File: src/rtl/scan_loader.sv
// scan_loader: byte-wide loader for a serial memory-bank scan chain.
// Each byte taken on in_data is shifted out LSB first on scan_in while
// scan_enable is high. The session stops after exactly CHAIN_LEN shift cycles.
// If the chain length is not a multiple of 8, only the low bits of the final
// byte are shifted.
// Optional readback build: define SCAN_LOADER_READBACK_EN. In that build the
// bits arriving on scan_out are captured and offered as bytes on
// out_valid/out_data. Without the macro, out_valid/out_data are tied to 0, and
// scan_out and out_ready are ignored.
module scan_loader #(
  parameter int CHAIN_LEN = 272,
  parameter int CNT_W     = 9
) (
  input  logic       clk,
  input  logic       rst,
  input  logic       start,
  input  logic       in_valid,
  input  logic [7:0] in_data,
  output logic       in_ready,
  output logic       out_valid,
  output logic [7:0] out_data,
  input  logic       out_ready,
  output logic       scan_enable,
  output logic       scan_in,
  input  logic       scan_out,
  output logic       busy,
  output logic       done
);

  typedef enum logic [2:0] {
    IDLE  = 3'd0,
    LOAD  = 3'd1,
    SHIFT = 3'd2,
    EMIT  = 3'd3,
    DONE  = 3'd4
  } state_t;

  localparam logic [CNT_W-1:0] LAST_CNT = CNT_W'(CHAIN_LEN);

  state_t           state;
  logic [CNT_W-1:0] cnt;
  logic [2:0]       idx;
  logic [7:0]       shreg;

  logic [CNT_W-1:0] cnt_nxt;
  logic [2:0]       idx_nxt;
  logic             chain_end;
  logic             byte_end;

  // Next-count and end-of-byte / end-of-chain decode for the current shift cycle
  always_comb begin
    cnt_nxt   = cnt + 1'b1;
    idx_nxt   = idx + 3'd1;
    chain_end = (cnt_nxt == LAST_CNT);
    byte_end  = (idx == 3'd7) || chain_end;
  end

  assign busy = (state != IDLE);

`ifdef SCAN_LOADER_READBACK_EN
  logic [7:0] rb;
  logic [7:0] rb_nxt;

  // Readback byte with the current scan_out bit merged in at the bit index
  always_comb begin
    rb_nxt      = rb;
    rb_nxt[idx] = scan_out;
  end

  // Session FSM with readback: byte load, shift, then offer captured byte
  always_ff @(posedge clk or posedge rst) begin
    if (rst) begin
      state       <= IDLE;
      cnt         <= '0;
      idx         <= '0;
      shreg       <= '0;
      rb          <= '0;
      in_ready    <= 1'b0;
      scan_enable <= 1'b0;
      scan_in     <= 1'b0;
      out_valid   <= 1'b0;
      out_data    <= '0;
      done        <= 1'b0;
    end else begin
      done <= 1'b0;
      case (state)
        IDLE: begin
          if (start) begin
            state    <= LOAD;
            cnt      <= '0;
            in_ready <= 1'b1;
          end
        end
        LOAD: begin
          if (in_valid) begin
            state       <= SHIFT;
            shreg       <= in_data;
            idx         <= '0;
            rb          <= '0;
            in_ready    <= 1'b0;
            scan_enable <= 1'b1;
            scan_in     <= in_data[0];
          end
        end
        SHIFT: begin
          cnt <= cnt_nxt;
          idx <= idx_nxt;
          rb  <= rb_nxt;
          if (byte_end) begin
            state       <= EMIT;
            scan_enable <= 1'b0;
            scan_in     <= 1'b0;
            out_valid   <= 1'b1;
            out_data    <= rb_nxt;
          end else begin
            scan_in <= shreg[idx_nxt];
          end
        end
        EMIT: begin
          if (out_ready) begin
            out_valid <= 1'b0;
            if (cnt == LAST_CNT) begin
              state <= DONE;
              done  <= 1'b1;
            end else begin
              state    <= LOAD;
              in_ready <= 1'b1;
            end
          end
        end
        DONE: begin
          state <= IDLE;
        end
        default: begin
          state <= IDLE;
        end
      endcase
    end
  end
`else
  logic unused_inputs;
  assign unused_inputs = ^{scan_out, out_ready};
  assign out_valid     = 1'b0;
  assign out_data      = '0;

  // Session FSM without readback: shift exit goes straight back to LOAD or DONE
  always_ff @(posedge clk or posedge rst) begin
    if (rst) begin
      state       <= IDLE;
      cnt         <= '0;
      idx         <= '0;
      shreg       <= '0;
      in_ready    <= 1'b0;
      scan_enable <= 1'b0;
      scan_in     <= 1'b0;
      done        <= 1'b0;
    end else begin
      done <= 1'b0;
      case (state)
        IDLE: begin
          if (start) begin
            state    <= LOAD;
            cnt      <= '0;
            in_ready <= 1'b1;
          end
        end
        LOAD: begin
          if (in_valid) begin
            state       <= SHIFT;
            shreg       <= in_data;
            idx         <= '0;
            in_ready    <= 1'b0;
            scan_enable <= 1'b1;
            scan_in     <= in_data[0];
          end
        end
        SHIFT: begin
          cnt <= cnt_nxt;
          idx <= idx_nxt;
          if (byte_end) begin
            scan_enable <= 1'b0;
            scan_in     <= 1'b0;
            if (chain_end) begin
              state <= DONE;
              done  <= 1'b1;
            end else begin
              state    <= LOAD;
              in_ready <= 1'b1;
            end
          end else begin
            scan_in <= shreg[idx_nxt];
          end
        end
        DONE: begin
          state <= IDLE;
        end
        default: begin
          state <= IDLE;
        end
      endcase
    end
  end
`endif

endmodule

File: config.mk
export PLATFORM = sky130hd
export DESIGN_NAME = scan_loader
export DESIGN_NICKNAME = d
export VERILOG_FILES = /design/src/rtl/scan_loader.sv
export SDC_FILE = /design/constraint.sdc
export NUM_CORES = 1
export LEC_CHECK = 0
export ABC_AREA = 0
export BUFFER_PORTS_ARGS = -buffer_cell sky130_fd_sc_hd__buf_2
export CAP_MARGIN = 20
export CORE_MARGIN = 3
export CORE_UTILIZATION = 49
export DETAILED_ROUTE_END_ITERATION = 12
export PLACE_DENSITY = 0.75
export SLEW_MARGIN = 20
export SYNTH_ARGS = -nofsm -noshare
export SYNTH_HDL_FRONTEND = slang
export SYNTH_SLANG_ARGS = --single-unit
File: constraint.sdc
create_clock -name clk -period 1.6 [get_ports clk]
set_input_delay 0.24 -clock clk [delete_from_list [all_inputs] [get_ports clk]]
set_output_delay 0.24 -clock clk [all_outputs]
set_load 0.02 [all_outputs]
Word-level counts from Yosys, hierarchy flattened:

Cells that the tools add are included.

* $add $sub $neg: 2
* order comparisons: 1
* eq/ne operators: 8
* multiplexer cells: 25
* reduce and logical (&&, ||, !) cells: 12

Operators by type and width (number)
* one-hot mux 9 bit (2 select lines): 1
* 2-to-1 mux 3 bit: 5
* 2-to-1 mux 1 bit: 12
* adder 9 x 1 -> 9 bit (second input constant): 1
* == test 9 bit (second input constant): 1
* 2-to-1 mux 9 bit: 1
* one-hot mux 3 bit (3 select lines): 1
* != test 2 bit (second input constant): 4
* one-hot mux 3 bit (2 select lines): 1
* AND reduction 2 bit: 3
* AND reduction 3 bit: 2
* nonzero test 3 bit: 2
* AND reduction 5 bit: 1
* < comparator 3 x 4 -> 1 bit (second input constant): 1
* one-hot mux 1 bit (2 select lines): 2
* nonzero test 2 bit: 2
* adder 3 x 1 -> 3 bit (second input constant): 1
* binary-select mux 1 bit (select 3 bit): 1
* == test 3 x 1 -> 1 bit (second input constant): 1
* == test 3 x 2 -> 1 bit (second input constant): 1
* == test 3 bit (second input constant): 1
* zero test 3 bit: 1
* one-hot mux 1 bit (3 select lines): 1
* logical OR 1 bit: 1

* register bits: 27
* output and inout port bits: 14
* word-level logic and storage cells: 56

Longest topological paths before layout:

Gate-level depths: netlist (run 1).

* depth after elaboration: 5
* mapped depth: 6
* depth with buffers taken out: 6

Least setup slack after synthesis (run 1):

OpenSTA, ideal clock, no wires.

* kind: flip-flop to flip-flop
* start point: reg cnt[0]
* end point: reg state[0]
* library setup time: 87 ps
* arrival: 1646 ps
* path slack: -133 ps
* stages on the path, launching flop included: 7
* period minus slack after synthesis: 1733 ps
* cell sequence: dfrtp_1 > ha_1 > nand2_2 > mux2_4 > mux2_4 > and2_1 > a211oi_2

* cells in the longest elaborated chain, start to end: 5
* elaborated cells on any way between the ends: 8

RTL lines
* from (decl): RTL line 41 `logic [CNT_W-1:0] cnt;`
* from (signal assigned): RTL line 178 `cnt <= cnt_nxt;`
* adder 9 x 1 -> 9 bit *: RTL line 52 `cnt_nxt = cnt + 1'b1;`
* == test 9 bit *: RTL line 54 `chain_end = (cnt_nxt == LAST_CNT);`
* 2-to-1 mux 3 bit or logical OR 1 bit (tied branches): RTL line 183, 55
* 2-to-1 mux 3 bit or != test 2 bit (tied branches)
* one-hot mux 3 bit (3 select lines) or AND reduction 3 bit (tied branches)
* to (signal assigned): RTL line 162 `state <= LOAD;`
* to (signal assigned): RTL line 184 `state <= DONE;`
* to (signal assigned): RTL line 187 `state <= LOAD;`
* to (decl): RTL line 40 `state_t state;`

Mark *: on every way between the ends. The rest lies on a longest branch, timed or not. The select of a mux whose other input is x is not followed.
A chain may end at the register's enable or synchronous reset.

Final worst setup path (run 1):

Same ends and word-level chain as after synthesis.

==> results.py, run 1 <==
metrics = {
    "logic_synthesis": {
        "synthArstFlopShare_pct": 100,
        "seq_area_frac_synth_pct": 46.9,
        "ys.flop_type": "dfrtp_1",
        "yosysTopAreaCell": "dfrtp_1",
        "synth_top_area_share_pct": 46.9,
        "synthTopCellsByArea": "dfrtp_1, nand2_1, o21ai_0",
        "syn_inst": 152,
        "avgSynthCellArea_um2": 9.47,
        "synth_area_um2": 1440,
        "synth_edf_count": 0,
        "yosysWarnings": 0,
        "ys_seq_elements": 27,
        "ys_types": 37,
    },
    "sta": {
        "rsz0062_at_grt": "true",
        "final-hold-violation-count": 0,
        "setup-violations-final": 5,
        "slew_violations": 0,
        "finalWorstSetupSlack_ns": -0.130,
        "fin_tns_setup_ns": -0.472,
        "period_share_pct": 108,
        "final.min_clock_period_ns": 1.73,
        "fmax_mhz": 578,
        "finClkSkew_ns": 0.00791,
    },
    "flow_run": {
        "maxCapViolations": 0,
    },
    "setup_path": {
        "cp-start-kind": "flop",
        "end_kind": "flop",
        "path_class": "reg2reg",
        "crit_slowest_cell": "dfrtp_2",
        "max_stage_delay_ns": 0.47,
        "path_max_fanout": 5,
        "crit_top_cell": "mux2_4",
        "cp_top_family": "multiplexers",
        "crit_required_ns": 1.86,
        "critPathBufInv": 0,
        "critical_path_arrival_ns": 1.99,
        "worstPathCellList": "ha_2 > nand2_4 > mux2_4 > mux2_4 > and2_4 > a211oi_2",
    },
    "place": {
        "place.gp.congestion": 0.794,
        "hpwl_mm": 2.30,
        "dp_cells": 212,
        "io_buffers": 16,
        "dpl-instance-area_um2": 1670,
    },
    "finish": {
        "fin_nets": 209,
        "antenna-diode-count": 0,
        "area_growth_pct": 23.2,
        "postLayoutCellArea_um2": 1770,
        "drive_gt1_share_pct": 33.5,
        "layoutNonFillerInstCount": 222,
    },
    "drt": {
        "drcViolationCount": 0,
        "wl_mm": 3.23,
        "drtAntennaViolNets": 0,
        "dr.first_iter.drc_count": 93,
        "via_count": 1220,
        "viasPerCell": 5.50,
        "wl_per_cell_um": 14.5,
        "first_pass_iters": 4,
    },
    "global_routing": {
        "grt_max_degree": 28,
        "grt_first_pass_wirelength_mm": 5.51,
        "overflow": 0,
        "met1_usage_pct": 22.6,
        "grtUsageMet3_pct": 4.10,
        "grt_util_met2_pct": 38.7,
        "first_global_vias": 1250,
        "busiest_layer": "met2",
        "grt_use_total_pct": 20.3,
        "grt_antenna_before_repair": 0,
    },
    "power": {
        "finalPower_mw": 2.59,
        "p_leak_nw": 0.872,
        "power_density_nw_per_um2": 1460,
        "peakVddDrop_mv": 1.02,
    },
    "clock_tree": {
        "htree_levels": 1,
        "clockRootBuffer": "clkbuf_4",
        "cts.sink_count": 27,
        "tritoncts": "built",
        "insertion_delay_ns": 0.33,
        "numCtsBuffers": 3,
        "cts_buffer_depth": 2,
        "clkTransAtPathRegs_ns": 0.15,
    },
    "floorplan": {
        "die_w_um": 60.2,
        "chipHeight_um": 60.2,
        "rows": 19,
        "io_pins": 28,
        "core_um2": 2780,
        "initial_utilization_pct": 51.8,
        "die_area_um2": 3630,
    },
    "outcome": {
        "violations": "setup timing",
        "status": "finished, violations left",
    },
    "worst_hold_path": {
        "worstHoldPathType": "in2reg",
    },
}
==> cell usage after synthesis (2+ instances only) <==
cell / number
inv_1: 2
o31ai_2: 2
mux2_4: 2
nor2_1: 12
buf_4: 9
o21ai_0: 16
nand2_2: 2
nand3_1: 3
ha_1: 3
buf_2: 2
mux4_2: 2
nand4_1: 2
a31oi_1: 2
a22o_1: 3
a211oi_2: 2
nand2_1: 38
nand2b_1: 2
clkbuf_1: 2
dfrtp_1: 27
nor3_2: 2
==> per-layer routing <==
layer  up-vias  wire (um)  share of wire (%)
met5         -          0                  0
li1        585          -                  -
met4         0         22               0.68
met2        29       1830                 57
met1       604       1260                 39
met3         2        116                3.6
==> sequential cells by signal, summed over array words and instances (netlist names) <==
register	cells
cnt	9
done	1
idx	3
in_ready	1
scan_enable	1
scan_in	1
shreg	8
state	3
==> area by class of cell <==
cell class	count	area, um^2
fillers	243	1010
multi-input cells	118	753
flip-flops and latches	27	678
repair buffers	40	269
well taps	31	38.8
clock buffers	3	22.5
inverters	2	7.51
clock inverters	1	5.00
==> cell families after synthesis <==
logic type	after synthesis	synth area share, %
and+or+nand+nor	69	22.4
adders and majority gates	3	2.61
AOI/OAI and AO/OA	31	14.9
buffers and inverters	15	6.43
other	1	0.260
DFF	27	46.9
muxes	5	5.91
xor gates and xnor gates	1	0.608
==> report_power, final <==
group / switching (mW) / internal (mW)
Sequential: 0.147 / 0.879
Clock: 0.203 / 0.0938
Combinational: 0.645 / 0.627
==> metrics by stage <==
step	hold slack, ns	util (%)	setup WS, ns
floorplan	0.293	-	-0.0289
global placement	0.316	60.0	-0.0441
detailed placement	0.316	60.0	-0.0928
CTS	0.0871	61.9	-0.119
global route	0.0807	63.8	-0.179
finish	0.0957	63.8	-0.130
==> what timing repair did <==
item / 4_1_cts / 5_1_grt
gates cloned: 0 / 0
pin swaps: 1 / 2
setup buffers: 2 / 3
endpoints found under the hold margin: 27 / 0
hold buffers: 1 / 0
resized for setup: 0 / 8
endpoints found under the setup margin: 5 / 10
==> cell usage in the layout (no fill, tap or decap), drive strengths merged, types with 2 or more instances in the layout <==
| master | synthesis | final |
|---|---|---|
| nand2b | 2 | 2 |
| nand2 | 40 | 40 |
| and2 | 2 | 2 |
| mux4 | 2 | 2 |
| nand4 | 2 | 2 |
| nand3 | 3 | 3 |
| nor3 | 4 | 4 |
| o31ai | 2 | 2 |
| clkbuf | 2 | 3 |
| mux2 | 2 | 2 |
| inv | 2 | 2 |
| nor2 | 13 | 13 |
| dfrtp | 27 | 27 |
| ha | 3 | 3 |
| a31oi | 2 | 2 |
| conb | 1 | 9 |
| buf | 11 | 39 |
| a211oi | 2 | 2 |
| a22o | 3 | 3 |
| o21ai | 17 | 17 |
==> worst paths after layout <==
kind,slack (ns),end,from,depth (start not counted)
max in group asynchronous,0.83,state[1],rst,4
worst min register to register,0.50,shreg[7],shreg[7],2
worst max-delay path,-0.13,state[0],cnt[0],6
worst max register to register,-0.13,state[0],cnt[0],6
worst min-delay path,0.1,shreg[3],in_data[3],3
min in group asynchronous,0.49,shreg[2],rst,4
==> worst min-delay path, cell delays in order <==
cell,delay [ns]
buf_2,0.07
nand2_1,0.04
nand2_1,0.04
Power figures use the tool's default switching activity.
==> run 2, diff against run 1 <==
- GPL_TIMING_DRIVEN: not set -> 0
- MAX_ROUTING_LAYER: not set -> met4
==> run 2 against run 1 <==
The run still ends with setup timing left. Clock power about the same. Count of clock-buffer cells in the layout increased by 1. Routed wire length is 5.9% lower. Utilization up 1.4 points. Cell count is 0.45% higher. Non-clock buffer count is 1 higher. Die area is the same. Sequential power barely moved. Flip-flop and latch count did not move. Critical path type unchanged. Largest power group unchanged.
==> results.py, run 2 (synthesis gave the netlist of run 1 again) <==
metrics = {
    "power": {
        "power_density_nw_per_um2": 1370,
        "p_switching_mw": 0.954,
        "power_frac_comb_pct": 46.5,
        "peakVddDrop_mv": 0.968,
        "seq_power_share_pct": 41.7,
        "finalPower_mw": 2.48,
        "power_frac_clock_pct": 11.8,
        "swShare_pct": 38.4,
        "p_leak_nw": 0.884,
        "p_int_mw": 1.53,
    },
    "sta": {
        "rsz0062_at_grt": "true",
        "slew_violations": 0,
        "fmax_mhz": 597,
        "setup-violations-final": 6,
        "finClkSkew_ns": 0.0101,
        "finalWorstSetupSlack_ns": -0.0745,
        "final.min_clock_period_ns": 1.67,
        "final-hold-violation-count": 0,
        "period_share_pct": 105,
    },
    "setup_path": {
        "path_class": "reg2reg",
        "cp-start-kind": "flop",
        "crit_top_cell": "mux2_4",
        "critical_path_arrival_ns": 1.93,
        "critPathBufInv": 0,
        "crit_slowest_cell": "dfrtp_2",
        "reg2reg_to": "state[0]",
        "path_max_fanout": 5,
        "end_kind": "flop",
        "max_stage_delay_ns": 0.48,
        "crit_required_ns": 1.85,
        "reg2reg_depth": 6,
        "worstPathCellList": "ha_4 > nand2_4 > mux2_4 > mux2_4 > and2_4 > a211oi_2",
        "r2r_start": "cnt[0]",
        "rrSetupSlack_ns": -0.07,
        "cp_top_family": "multiplexers",
    },
    "finish": {
        "area_growth_pct": 25.9,
        "final_cell_mix": "nand2_1, dfrtp_1, buf_2, buf_4, o21ai_0",
        "largest-register": "cnt",
        "postLayoutCellArea_um2": 1810,
        "mostFrequentLayoutCell": "nand2_1",
        "seq_area_um2": 679,
        "fin_nets": 210,
        "largest_register_ff_count": 9,
        "multi_input_area_um2": 771,
        "drive_gt1_share_pct": 35.4,
        "antenna-diode-count": 0,
        "nFillCells": 243,
        "largestRegisters": "cnt: 9 flops, shreg: 8 flops",
    },
    "global_routing": {
        "grt_max_degree": 28,
        "overflow": 0,
        "grt_antenna_before_repair": 0,
        "grt_first_pass_wirelength_mm": 4.94,
        "grt_use_total_pct": 18.9,
        "first_global_vias": 1173,
    },
    "floorplan": {
        "core_um2": 2780,
        "die_w_um": 60.2,
        "chipHeight_um": 60.2,
        "die_area_um2": 3630,
        "io_pins": 28,
        "initial_utilization_pct": 51.8,
        "rows": 19,
    },
    "drt": {
        "via_count": 1205,
        "wl_mm": 3.04,
        "first_pass_iters": 4,
        "dr.first_iter.drc_count": 52,
        "wl_per_cell_um": 13.6,
        "drtAntennaViolNets": 0,
        "viasPerCell": 5.40,
        "drcViolationCount": 0,
    },
    "clock_tree": {
        "clockRootBuffer": "clkbuf_4",
        "cts.sink_count": 27,
        "tritoncts": "built",
        "numCtsBuffers": 3,
        "cts_buffer_depth": 2,
        "insertion_delay_ns": 0.32,
        "clkTransAtPathRegs_ns": 0.15,
        "htree_levels": 1,
    },
    "flow_run": {
        "maxCapViolations": 0,
    },
    "place": {
        "io_buffers": 16,
        "dpl-instance-area_um2": 1620,
        "place.gp.congestion": 0.833,
        "hpwl_mm": 2.05,
        "dp_slack_ns": -0.149,
    },
    "worst_hold_path": {
        "hold_start": "in_data[5]",
        "min_path_cells": 3,
        "worstHoldPathType": "in2reg",
        "holdPathEnd": "shreg[5]",
    },
    "outcome": {
        "status": "finished, violations left",
        "violations": "setup timing",
    },
}
==> run 2: cell types whose count changed in the layout (fill, tap and decap cells not counted), sizes merged <==
cell	delta
buf	-2
clkbuf	+4
inv	-1
==> run 2: worst min-delay path, cell delays in order <==
cell and delay, ns:
buf_2 0.07, nand2_1 0.04, nand2_1 0.04
==> run 2: through the flow <==
step | instances | util (%) | hold slack [ns] | TNS (ns)
6_report | 223 | 65.2 | 0.0905 | -0.246
5_1_grt | 223 | 65.2 | 0.0924 | -0.647
4_1_cts | 220 | 62.8 | 0.0892 | -0.289
3_5_place_dp | 207 | 58.2 | 0.434 | -0.679
3_3_place_gp | 207 | 58.2 | 0.429 | -0.476
2_1_floorplan | 160 | - | 0.293 | -0.0289
==> run 2: power groups by stage <==
stage                     Sequential (mW)  Combinational [mW]  Clock [mW]
after floorplan                      1.03               0.761           0
after global placement               1.03               0.958           0
after detailed placement             1.04               0.990           0
after CTS                            1.02                1.12       0.303
after global routing                 1.06                1.30       0.328
final                                1.04                1.15       0.294
==> run 2: how the worst max path moves through the flow <==
stage            from       end  cells after the start
6_report       cnt[0]  state[0]                      6
5_1_grt        cnt[4]  state[0]                      4
3_3_place_gp   cnt[0]  state[0]                      6
2_1_floorplan  cnt[1]  state[0]                      6
4_1_cts        cnt[0]  state[0]                      6
3_5_place_dp   cnt[0]  state[0]                      6
==> run 2: cell type report <==
cell class | instances | share of cell area (%)
Multi-Input combinational cell | 118 | 42.5
Sequential cell | 27 | 37.5
Timing Repair Buffer | 28 | 11.0
Buffer | 13 | 4.97
Tap cell | 31 | 2.14
Clock buffer | 4 | 1.45
Inverter | 2 | 0.414
==> run 2: timing repair <==
action                     CTS  global route
hold endpoints to repair     0             9
setup endpoints to repair    7            14
resized for setup            8            11
hold buffers                 0             1
pin swaps                    6             4
setup buffers                9             1
==> run 2: layer usage <==
layer | routed length, um | vias to the layer above | track usage, %
li1 | - | 585 | -
met1 | 1270 | 569 | 21.3
met2 | 1570 | 43 | 34.0
met3 | 137 | 8 | 1.94
met4 | 61 | 0 | 7.59
met5 | 0 | - | -
